===== config.mk =====
export PLATFORM = sky130hd
export DESIGN_NAME = mem_seq_8b
export DESIGN_NICKNAME = d
export VERILOG_FILES = /design/src/rtl/mem_seq_pkg.sv /design/src/rtl/mem_seq_addr_inc.sv /design/src/rtl/mem_seq_8b.sv
export SDC_FILE = /design/constraint.sdc
export NUM_CORES = 1
export LEC_CHECK = 0
export BUFFER_PORTS_ARGS = -buffer_cell sky130_fd_sc_hd__buf_2
export CORE_MARGIN = 2
export CORE_UTILIZATION = 48
export DETAILED_ROUTE_END_ITERATION = 7
export PLACE_DENSITY = 0.87
export SYNTH_ARGS = -nofsm -noshare
export SYNTH_HDL_FRONTEND = slang
export SYNTH_SLANG_ARGS = --single-unit
export TNS_END_PERCENT = 50

===== constraint.sdc =====
create_clock -name clk -period 1.7 [get_ports clk]
set_input_delay 0 -clock clk [delete_from_list [all_inputs] [get_ports clk]]
set_output_delay 0 -clock clk [all_outputs]
set_load 0.03 [all_outputs]

===== src/rtl/mem_seq_pkg.sv =====
// Shared constants for the 8-bit memory sequencer and the core's uop decode.
// State encoding, access width, command and reservation-station tag values.
package mem_seq_pkg;

   localparam logic [1:0] ST_IDLE = 2'd0;
   localparam logic [1:0] ST_LO   = 2'd1;
   localparam logic [1:0] ST_HI   = 2'd2;
   localparam logic [1:0] ST_DONE = 2'd3;

   localparam logic WIDTH_BYTE = 1'b0;
   localparam logic WIDTH_WORD = 1'b1;

   localparam logic CMD_RD = 1'b0;
   localparam logic CMD_WR = 1'b1;

   localparam logic TAG_A = 1'b0;
   localparam logic TAG_B = 1'b1;

endpackage


===== src/rtl/mem_seq_addr_inc.sv =====
// Next-byte address for the high half of a word access.
// MEM_SEQ_PAGE_WRAP_EN selects 6502-style page wrap instead of a full 16-bit carry.
module mem_seq_addr_inc
   import mem_seq_pkg::*;
#(
   parameter int ADDR_W = 16
) (
   input  logic [ADDR_W-1:0] addr,
   output logic [ADDR_W-1:0] addr_next
);

`ifdef MEM_SEQ_PAGE_WRAP_EN
   // Carry out of the low byte is discarded: 0x12FF -> 0x1200.
   assign addr_next = {addr[ADDR_W-1:8], addr[7:0] + 8'd1};
`else
   assign addr_next = addr + ADDR_W'(1);
`endif

endmodule


===== src/rtl/mem_seq_8b.sv =====
// Memory sequencer: splits 16-bit core requests into byte cycles on an 8-bit bus.
// Build option MEM_SEQ_PAGE_WRAP_EN (see mem_seq_addr_inc) changes the high-byte address.
//
// Bus handshake: bus_rd/bus_wr are registered and held, with bus_addr/bus_dout
// stable, until an edge where strobe && bus_ready; that edge completes the byte.
module mem_seq_8b
   import mem_seq_pkg::*;
#(
   parameter int ADDR_W = 16,
   parameter int BUS_DW = 8
) (
   input  logic              clk,
   input  logic              a_rst,
   input  logic [ADDR_W-1:0] core_addr,
   input  logic [15:0]       core_wdata,
   input  logic              core_prep_addr,
   input  logic              core_start,
   input  logic              core_width,
   input  logic              core_cmd,
   input  logic              core_t_id,
   output logic [15:0]       core_rdata,
   output logic              core_rdata_tag,
   output logic              core_rdata_wr,
   output logic              core_busy,
   output logic              core_err,
   output logic [ADDR_W-1:0] bus_addr,
   output logic [BUS_DW-1:0] bus_dout,
   input  logic [BUS_DW-1:0] bus_din,
   output logic              bus_rd,
   output logic              bus_wr,
   input  logic              bus_ready,
   output logic [1:0]        dbg_state
);

   logic [1:0]        state;
   logic [ADDR_W-1:0] mar;
   logic [ADDR_W-1:0] a_q;
   logic [ADDR_W-1:0] a_next;
   logic [ADDR_W-1:0] req_addr;
   logic [15:0]       wdata_q;
   logic              width_q;
   logic              cmd_q;
   logic              tid_q;
   logic              xfer_done;

   // Same-cycle prep+start bypasses MAR so the request sees the new address.
   assign req_addr  = core_prep_addr ? core_addr : mar;
   assign xfer_done = (bus_rd | bus_wr) & bus_ready;
   assign core_busy = (state != ST_IDLE);
   assign dbg_state = state;

   mem_seq_addr_inc #(.ADDR_W(ADDR_W)) u_addr_inc (
      .addr      (a_q),
      .addr_next (a_next)
   );

   always_ff @(posedge clk) begin
      if (a_rst) begin
         state          <= ST_IDLE;
         mar            <= '0;
         a_q            <= '0;
         wdata_q        <= '0;
         width_q        <= WIDTH_BYTE;
         cmd_q          <= CMD_RD;
         tid_q          <= TAG_A;
         core_rdata     <= '0;
         core_rdata_tag <= 1'b0;
         core_rdata_wr  <= 1'b0;
         core_err       <= 1'b0;
         bus_addr       <= '0;
         bus_dout       <= '0;
         bus_rd         <= 1'b0;
         bus_wr         <= 1'b0;
      end else begin
         core_rdata_wr <= 1'b0;
         if (core_prep_addr)
            mar <= core_addr;
         if (core_start && (state != ST_IDLE))
            core_err <= 1'b1;

         case (state)
            ST_IDLE: begin
               if (core_start) begin
                  a_q      <= req_addr;
                  wdata_q  <= core_wdata;
                  width_q  <= core_width;
                  cmd_q    <= core_cmd;
                  tid_q    <= core_t_id;
                  bus_addr <= req_addr;
                  bus_dout <= core_wdata[7:0];
                  bus_rd   <= (core_cmd == CMD_RD);
                  bus_wr   <= (core_cmd == CMD_WR);
                  if ((core_cmd == CMD_RD) && (core_width == WIDTH_BYTE))
                     core_rdata[15:8] <= 8'h00;
                  state    <= ST_LO;
               end
            end
            ST_LO: begin
               if (xfer_done) begin
                  if (cmd_q == CMD_RD)
                     core_rdata[7:0] <= bus_din;
                  if (width_q == WIDTH_WORD) begin
                     bus_addr <= a_next;
                     bus_dout <= wdata_q[15:8];
                     state    <= ST_HI;
                  end else begin
                     bus_rd        <= 1'b0;
                     bus_wr        <= 1'b0;
                     core_rdata_wr <= (cmd_q == CMD_RD);
                     if (cmd_q == CMD_RD)
                        core_rdata_tag <= tid_q;
                     state         <= ST_DONE;
                  end
               end
            end
            ST_HI: begin
               if (xfer_done) begin
                  if (cmd_q == CMD_RD) begin
                     core_rdata[15:8] <= bus_din;
                     core_rdata_tag   <= tid_q;
                  end
                  bus_rd        <= 1'b0;
                  bus_wr        <= 1'b0;
                  core_rdata_wr <= (cmd_q == CMD_RD);
                  state         <= ST_DONE;
               end
            end
            ST_DONE: state <= ST_IDLE;
            default: state <= ST_IDLE;
         endcase
      end
   end

endmodule

==> run_results.csv, run 1 <==
group,metric,value,unit
outcome,status,"completed",
placement,dp.cells,632,
clocking,tritoncts,"yes",
timing,tightestPinTransition,0.4803,ns
pwr,power_leakage,2.256,nW
timing,drv_slew,0,
clocking,clk_pin_slew,0.08,ns
clocking,root_buffer,"clkbuf_8",
placement,place_area,4601,µm²
clocking,cts_buffers,9,
pwr,p_per_area,1624,nW/µm²
placement,dp_slack,-0.05404,ns
flow_run,maxCapViolCount,0,
worst_setup_path,reg2reg_depth,6,
die,ios,96,
synthesis,synth_flop_cell,"dfxtp_1",
die,design.core.area,7807,µm²
die,die_w,94.13,µm
synthesis,ys.warnings.count,0,
worst_setup_path,critPathMaxFanout,8,
cells_and_area,stdcell_count,692,
synthesis,synth.largest_area_cell,"dfxtp_1",
timing,setup_violations,0,
routing,drt_first_pass_iters,5,
worst_setup_path,end_kind,"register",
clocking,htree_levels,3,
synthesis,avgSynthCellArea,8.861,µm²
timing,clock_skew,0.01150,ns
pwr,peakVddDrop,820.8,µV
cells_and_area,final_common_cell,"buf_2",
routing,drtAntennaViolNets,0,
die,placementRows,32,
global_route,grtUsageTotal,24.66,%
synthesis,synth-seq-area-share,46.21,%
timing,hold_viol_final,0,
clocking,clkSinkCount,90,
placement,io_buffers,95,
timing,rsz0062_at_grt,"yes",
synthesis,synth_cells,440,
placement,place_congestion,0.8791,
synthesis,netlist_area,3899,µm²
cells_and_area,final_cell_mix,"95 x buf_2, 88 x dfxtp_1, 54 x nor2_1",
clocking,worstSkewPairLatency,0.36,ns
cells_and_area,diodes,0,
synthesis,synthTopCellsByArea,"dfxtp_1 46%, mux2i_1 9.0%, nor2_1 5.4%",
worst_setup_path,worst_r2r_endpoint,"bus_rd",
synthesis,synth_top_area_share,46.21,%
worst_setup_path,worst-setup-path-type,"reg -> reg",
global_route,grt_pass1_vias,3752,
global_route,grt_max_degree,88,
routing,wl_per_cell,16.00,µm
synthesis,syn_nets,492,
routing,drt-total-wl,11080,µm
clocking,clockBufferDepth,2,
cells_and_area,area_growth,37.74,%
synthesis,yosysUniqueCellTypes,52,
worst_hold_path,whs_endpoint,"bus_dout[1]",
die,start_util,49.94,%
synthesis,synth_seq_cells,90,
timing,hold_ws,0.01906,ns
timing,min_period,1.684,ns
worst_setup_path,r2r-start,"dbg_state[1]",
timing,tns,0,ns
timing,fin_crit_sh,99.05,%
cells_and_area,fin_area,5370,µm²
routing,drt-vias-per-instance,5.572,
timing,layout_setup_ws,0.01612,ns
routing,vias,3856,
global_route,grt_pass1_wl,17280,µm
worst_hold_path,hold_path.class,"in -> reg",
routing,initialDrtViolationCount,199,
global_route,grt_antenna_before_repair,0,
timing,max_freq,593.9,MHz
cells_and_area,drive_gt1_share,28.81,%
worst_hold_path,whs_path_depth,3,
pwr,power,8.720,mW
routing,drc,0,
worst_setup_path,r2r_setup_slack,0.02,ns
timing,slew_headroom,67.56,%
worst_setup_path,startpoint_type,"register",
worst_setup_path,required,1.99,ns
cells_and_area,fin_nets,637,
synthesis,synth-edff-count,0,
die,dieArea,8860,µm²
placement,place_hpwl,6999,µm
worst_setup_path,arrival,1.97,ns
worst_hold_path,hp-start,"core_wdata[1]",
die,die_y,94.13,µm
synthesis,async_reset_ff_share,0,%
cells_and_area,fin_util,68.78,%
global_route,overflow,0,
[kinds of logic (layout without fill, tap and decap cells)]
| logic type | Yosys count | after routing | synth area share [%] |
|---|---|---|---|
| simple gates | 149 | 149 | 17.84 |
| buf+inv | 40 | 190 | 4.814 |
| compound gates | 115 | 115 | 19.29 |
| xor+xnor | 7 | 7 | 1.573 |
| mux | 35 | 35 | 8.986 |
| fa+ha+maj | 4 | 4 | 1.284 |
| flops | 90 | 90 | 46.21 |
[state kept, by name, indices dropped and copies added (netlist names)]
| register | flops |
|---|---|
| a_q | 16 |
| bus_addr | 16 |
| core_rdata | 16 |
| mar | 16 |
| bus_dout | 8 |
| wdata_q | 8 |
| dbg_state | 2 |
| bus_rd | 1 |
| bus_wr | 1 |
| cmd_q | 1 |
| core_err | 1 |
| core_rdata_tag | 1 |
| core_rdata_wr | 1 |
| tid_q | 1 |
| width_q | 1 |
[layout make-up]
class,instances,area (µm²)
flip-flops and latches,90,1809
repair buffers,164,1144
clock inverters,4,98.84
well taps,102,127.6
clock buffers,12,145.1
fillers,611,2437
inverters,10,46.29
multi-input cells,310,1999
[synthesized netlist by cell type, drive strengths merged (5+ instances only)]
| master | number |
|---|---|
| o21ai | 24 |
| nor2 | 56 |
| nand3 | 12 |
| clkbuf | 15 |
| a211oi | 27 |
| a31oi | 5 |
| inv | 10 |
| buf | 15 |
| mux2i | 35 |
| xnor2 | 6 |
| a21oi | 33 |
| nand4 | 11 |
| dfxtp | 90 |
| nand2b | 5 |
| nor4 | 10 |
| nand2 | 43 |
[per-layer routing]
metal	GRT usage, %	up-vias	part of all wire, %
li1	-	1865	-
met4	8.092	0	2.3
met5	0	-	0
met1	28.93	1798	40
met3	6.822	28	6.7
met2	43.27	165	51
[critical path: stages (launching register included)]
cell,delay (ns)
dfxtp_4,0.36
inv_4,0.07
ha_4,0.19
inv_4,0.04
o31a_1,0.32
or4_1,0.49
a21oi_2,0.15
[repair_timing]
action	CTS	global route
pin swaps	1	3
setup endpoints to repair	24	53
hold buffers	37	0
gates resized for setup	4	19
setup buffers	0	4
gates cloned	0	3
endpoints found under the hold margin	46	0
[where the power goes]
part	leakage, nW	total (mW)	switching [mW]	internal (mW)
sequential	0.739	2.92	0.356	2.56
combinational	1.40	4.05	2.41	1.64
clock	0.121	1.75	0.733	1.02
[worst max-delay path by stage]
| stage | start | cells after the start | endpoint | slack [ns] |
|---|---|---|---|---|
| 6_report | dbg_state[1] | 6 | bus_rd | 0.02 |
| 5_1_grt | dbg_state[1] | 6 | bus_wr | -0.04 |
| 4_1_cts | dbg_state[1] | 6 | bus_wr | 0.005 |
| 3_5_place_dp | dbg_state[0] | 6 | core_rdata[10] | -0.05 |
| 3_3_place_gp | dbg_state[0] | 7 | bus_addr[15] | 0.03 |
| 2_1_floorplan | dbg_state[1] | 7 | bus_wr | -0.01 |
No activity file was read; power rests on OpenSTA's default activity.
==> inputs of run 2 (changes only) <==
--- a/config.mk
+++ b/config.mk
@@ -7,9 +7,10 @@
 export LEC_CHECK = 0
 export BUFFER_PORTS_ARGS = -buffer_cell sky130_fd_sc_hd__buf_2
 export CORE_MARGIN = 2
-export CORE_UTILIZATION = 48
+export CORE_UTILIZATION = 57
 export DETAILED_ROUTE_END_ITERATION = 7
-export PLACE_DENSITY = 0.87
+export MAX_ROUTING_LAYER = met4
+export PLACE_DENSITY = 0.95
 export SYNTH_ARGS = -nofsm -noshare
 export SYNTH_HDL_FRONTEND = slang
 export SYNTH_SLANG_ARGS = --single-unit
==> constraint.sdc (replaced) <==
create_clock -name clk -period 1.95 [get_ports clk]
set_input_delay 0 -clock clk [delete_from_list [all_inputs] [get_ports clk]]
set_output_delay 0 -clock clk [all_outputs]
set_load 0.03 [all_outputs]
==> run_results.csv, run 2 (synthesis gave the netlist of run 1 again) <==
group,metric,value,unit
die,placementRows,30,
routing,drtAntennaViolNets,0,
timing,fin_crit_sh,97.63,%
cells_and_area,final_common_cell,"buf_2",
cells_and_area,diodes,0,
clocking,tritoncts,"yes",
clocking,clockBufferDepth,2,
placement,place_congestion,1.023,
routing,drc,0,
timing,setup_violations,0,
worst_setup_path,arrival,2.18,ns
cells_and_area,area_growth,31.58,%
clocking,root_buffer,"clkbuf_8",
timing,slew_headroom,62.50,%
timing,tightestPinTransition,0.5604,ns
timing,min_period,1.904,ns
worst_setup_path,required,2.23,ns
routing,vias,3971,
worst_setup_path,startpoint_type,"register",
clocking,clkSinkCount,90,
worst_hold_path,hold_path.class,"in -> reg",
placement,place_hpwl,7162,µm
die,dieArea,7518,µm²
global_route,grt_antenna_before_repair,0,
worst_setup_path,path_cells,"inv_1 -> ha_1 -> nor2b_1 -> a211oi_4 -> buf_12 -> buf_4 -> nor2_1 -> a211oi_1",
timing,hold_viol_final,0,
die,design.core.area,6719,µm²
pwr,peakVddDrop,654.0,µV
die,ios,96,
die,die_w,86.71,µm
timing,max_freq,525.3,MHz
timing,rsz0062_at_grt,"yes",
cells_and_area,fin_nets,627,
placement,io_buffers,95,
routing,wl_per_cell,17.20,µm
die,start_util,58.03,%
flow_run,maxCapViolCount,0,
worst_setup_path,cpPeakStageDelay,0.37,ns
cells_and_area,final_cell_mix,"95 x buf_2, 88 x dfxtp_1, 55 x nor2_1",
timing,clock_skew,0.01421,ns
timing,tns,0,ns
clocking,worstSkewPairLatency,0.37,ns
routing,drt_first_pass_iters,5,
clocking,htree_levels,3,
global_route,grt_max_degree,44,
worst_setup_path,worst-setup-path-type,"reg -> reg",
worst_setup_path,cp_slowest_cell,"a211oi_4",
global_route,grt_pass1_wl,17440,µm
pwr,power,7.116,mW
global_route,grtUsageTotal,29.93,%
routing,initialDrtViolationCount,302,
timing,drv_slew,0,
routing,drt-total-wl,11350,µm
clocking,clk_pin_slew,0.09,ns
worst_setup_path,end_kind,"register",
pwr,p_per_area,1387,nW/µm²
global_route,overflow,0,
cells_and_area,drive_gt1_share,24.83,%
outcome,status,"completed",
pwr,power_leakage,2.173,nW
routing,drt-vias-per-instance,6.017,
clocking,cts_buffers,9,
die,die_y,86.71,µm
worst_setup_path,critPathMaxFanout,7,
global_route,grt_pass1_vias,3789,
==> run 2: cell types whose count changed in the layout (fill, tap and decap cells not counted), sizes merged, moves of 2 or more <==
| cell | change |
|---|---|
| buf | -12 |
| bufinv | -3 |
| clkbuf | -2 |
| dlygate4sd3 | +3 |
| inv | +2 |
==> run 2: worst max-delay path: cells and delay by family (launching register included) <==
family	cells	cell delay, ns
simple gates	2	0.24
buf+inv	3	0.40
compound gates	2	0.57
fa+ha+maj	1	0.25
flops	1	0.36
==> run 2: routing by layer <==
| metal | track usage, % | share of wire, % |
|---|---|---|
| met1 | 34.80 | 39 |
| met4 | 11.79 | 3.1 |
| met2 | 50.77 | 49 |
| met3 | 6.000 | 8.1 |
| met5 | - | 0 |
==> run 2: power by group <==
group / internal [mW] / switching [mW]
registers: 2.23 / 0.335
clock network: 0.537 / 0.678
logic: 1.28 / 2.06
==> run 2: worst paths after layout <==
check | to | depth (start not counted) | startpoint | slack, ns
setup / recovery | bus_dout[4] | 8 | dbg_state[0] | 0.05
hold / removal | bus_dout[0] | 3 | core_wdata[0] | 0.01
setup reg to reg | bus_dout[4] | 8 | dbg_state[0] | 0.05
hold reg to reg | bus_addr[2] | 2 | bus_addr[2] | 0.46
==> run 2: per-stage QoR <==
| step | instances | hold WS [ns] | util, % | setup slack [ns] | instance area, µm² |
|---|---|---|---|---|---|
| final | 660 | 0.01293 | 76.35 | 0.04629 | 5130 |
| after global routing | 660 | 0.02911 | 76.35 | -0.04407 | 5130 |
| after CTS | 656 | 0.0003619 | 75.23 | 0.09191 | 5055 |
| after detailed placement | 600 | 0.2468 | 66.46 | 0.1050 | 4466 |
| after global placement | 600 | 0.2453 | 66.46 | 0.2560 | 4466 |
| after floorplan | 440 | 0.1360 | - | 0.04471 | 3900 |
==> run 2: repair_timing <==
action | 4_1_cts | 5_1_grt
endpoints found under the hold margin | 48 | 0
hold buffers | 40 | 0
setup buffers | 0 | 3
resized for setup | 0 | 8
endpoints found under the setup margin | 0 | 3
==> run 2: layout make-up <==
class / instances / area [µm²]
clock inverter: 5 / 37.54
multi-input combinational: 310 / 1919
sequential: 90 / 1807
fill: 438 / 1589
tap: 80 / 100.1
clock buffer: 11 / 151.4
timing repair buffer: 154 / 1077
inverter: 10 / 37.54
==> inputs of run 3 (changes only) <==
--- a/config.mk
+++ b/config.mk
@@ -6,9 +6,11 @@
 export NUM_CORES = 1
 export LEC_CHECK = 0
 export BUFFER_PORTS_ARGS = -buffer_cell sky130_fd_sc_hd__buf_2
+export CORE_ASPECT_RATIO = 1.2
 export CORE_MARGIN = 2
 export CORE_UTILIZATION = 57
 export DETAILED_ROUTE_END_ITERATION = 7
+export GPL_ROUTABILITY_DRIVEN = 0
 export MAX_ROUTING_LAYER = met4
 export PLACE_DENSITY = 0.95
 export SYNTH_ARGS = -nofsm -noshare
==> run_results.csv, run 3 (synthesis gave the netlist of run 1 again) <==
group,metric,value,unit
outcome,status,"completed",
cells_and_area,area_growth,30.13,%
worst_setup_path,reg2reg_depth,6,
die,design.core.area,6730,µm²
global_route,grt.busiest_layer,"met2",
worst_setup_path,worst_r2r_endpoint,"bus_wr",
clocking,worstSkewPairLatency,0.37,ns
clocking,htree_levels,3,
routing,drt_first_pass_iters,5,
clocking,clk_pin_slew,0.09,ns
routing,drc,0,
timing,tightestPinTransition,0.5687,ns
timing,max_freq,544.6,MHz
global_route,overflow,0,
worst_setup_path,worst-setup-path-type,"reg -> reg",
worst_setup_path,r2r-start,"dbg_state[1]",
worst_hold_path,whs_path_depth,3,
routing,vias,3887,
cells_and_area,final_common_cell,"buf_2",
timing,fin_crit_sh,94.16,%
pwr,peakVddDrop,806.3,µV
cells_and_area,final_cell_mix,"95 x buf_2, 88 x dfxtp_1, 55 x nor2_1",
pwr,p_per_area,1360,nW/µm²
worst_setup_path,startpoint_type,"register",
cells_and_area,stdcell_count,660,
routing,drt-total-wl,11080,µm
routing,wl_per_cell,16.78,µm
timing,hold_viol_final,0,
timing,drv_slew,0,
global_route,grt_max_degree,88,
clocking,tritoncts,"yes",
placement,dp.cells,604,
clocking,root_buffer,"clkbuf_8",
die,dieArea,7520,µm²
cells_and_area,drive_gt1_share,23.39,%
global_route,grt_antenna_before_repair,0,
die,start_util,57.93,%
global_route,grtUsageTotal,30.90,%
die,die_w,79.50,µm
global_route,gr-usage-met1,32.81,%
worst_setup_path,r2r_setup_slack,0.11,ns
worst_hold_path,hold_path.class,"in -> reg",
worst_setup_path,end_kind,"register",
die,ios,96,
timing,min_period,1.836,ns
placement,io_buffers,95,
worst_hold_path,hp-start,"core_wdata[2]",
clocking,clockBufferDepth,2,
placement,place_hpwl,7107,µm
flow_run,maxCapViolCount,0,
clocking,cts_buffers,9,
routing,drtAntennaViolNets,0,
timing,hold_ws,0.01777,ns
timing,slew_headroom,61.94,%
global_route,grt_use_met2,54.83,%
worst_setup_path,arrival,2.13,ns
worst_setup_path,required,2.25,ns
die,placementRows,33,
worst_hold_path,whs_endpoint,"bus_dout[2]",
global_route,grt.met3_usage,5.641,%
global_route,grt_pass1_wl,17620,µm
cells_and_area,diodes,0,
timing,setup_violations,0,
pwr,power_leakage,2.143,nW
worst_setup_path,critPathMaxFanout,5,
routing,drt-vias-per-instance,5.889,
cells_and_area,fin_nets,620,
global_route,grt_pass1_vias,3825,
die,die_y,94.60,µm
timing,clock_skew,0.01748,ns
clocking,clkSinkCount,90,
routing,initialDrtViolationCount,286,
-- run 3: cell count changes in the layout (fill, tap and decap cells not counted), sizes merged --
cell,delta
buf,-6
clkbuf,+3
clkinv,-2
clkinvlp,-2
bufinv,+1
inv,-1
-- run 3: metrics by stage --
stage / cell area (µm²) / utilization, % / total power, mW / TNS, ns / setup WS (ns)
4_1_cts: 5069 / 75.31 / 6.821 / 0 / 0.1058
2_1_floorplan: 3900 / - / 4.627 / 0 / 0.04471
3_5_place_dp: 4452 / 66.15 / 5.408 / 0 / 0.1362
5_1_grt: 5074 / 75.39 / 7.264 / -0.001253 / -0.001253
6_report: 5074 / 75.39 / 6.900 / 0 / 0.1138
3_3_place_gp: 4452 / 66.15 / 5.281 / 0 / 0.2102
-- run 3: worst max-delay path: stages, from the launching register on --
cell and delay, ns:
dfxtp_2 0.36, inv_1 0.08, ha_1 0.26, inv_2 0.09
o31a_1 0.32, or4b_1 0.50, a21oi_1 0.15
-- run 3: cell type report --
cell class | count | area, µm²
Sequential cell | 90 | 1804
Inverter | 10 | 37.54
Clock buffer | 15 | 186.4
Multi-Input combinational cell | 310 | 1916
Timing Repair Buffer | 147 | 991.0
Tap cell | 87 | 108.9
Fill cell | 498 | 1657
Clock inverter | 1 | 30.03
-- run 3: layer usage --
layer | vias to the layer above | share of wire (%)
li1 | 1834 | -
met1 | 1818 | 37
met2 | 194 | 53
met3 | 41 | 6.7
met4 | 0 | 3.3
met5 | - | 0
-- run 3: what timing repair did --
| item | 4_1_cts | 5_1_grt |
|---|---|---|
| endpoints found under the hold margin | 49 | 0 |
| buffers inserted | 0 | 0 |
| resized for setup | 0 | 2 |
| setup endpoints to repair | 0 | 12 |
| hold buffers | 40 | 0 |
-- run 3: where the power goes --
| group | internal, mW | switching, mW |
|---|---|---|
| Sequential | 2.23 | 0.331 |
| Clock | 0.735 | 0.637 |
| Combinational | 1.07 | 1.90 |
-- run 3: worst max path at each step --
stage | start | endpoint | slack [ns] | depth (start not counted)
floorplan | dbg_state[0] | a_q[0] | 0.04 | 7
global placement | dbg_state[0] | bus_addr[7] | 0.21 | 6
detailed placement | dbg_state[0] | bus_wr | 0.14 | 7
CTS | dbg_state[0] | bus_wr | 0.11 | 7
global route | dbg_state[0] | bus_wr | -0.001 | 7
finish | dbg_state[1] | bus_wr | 0.11 | 6
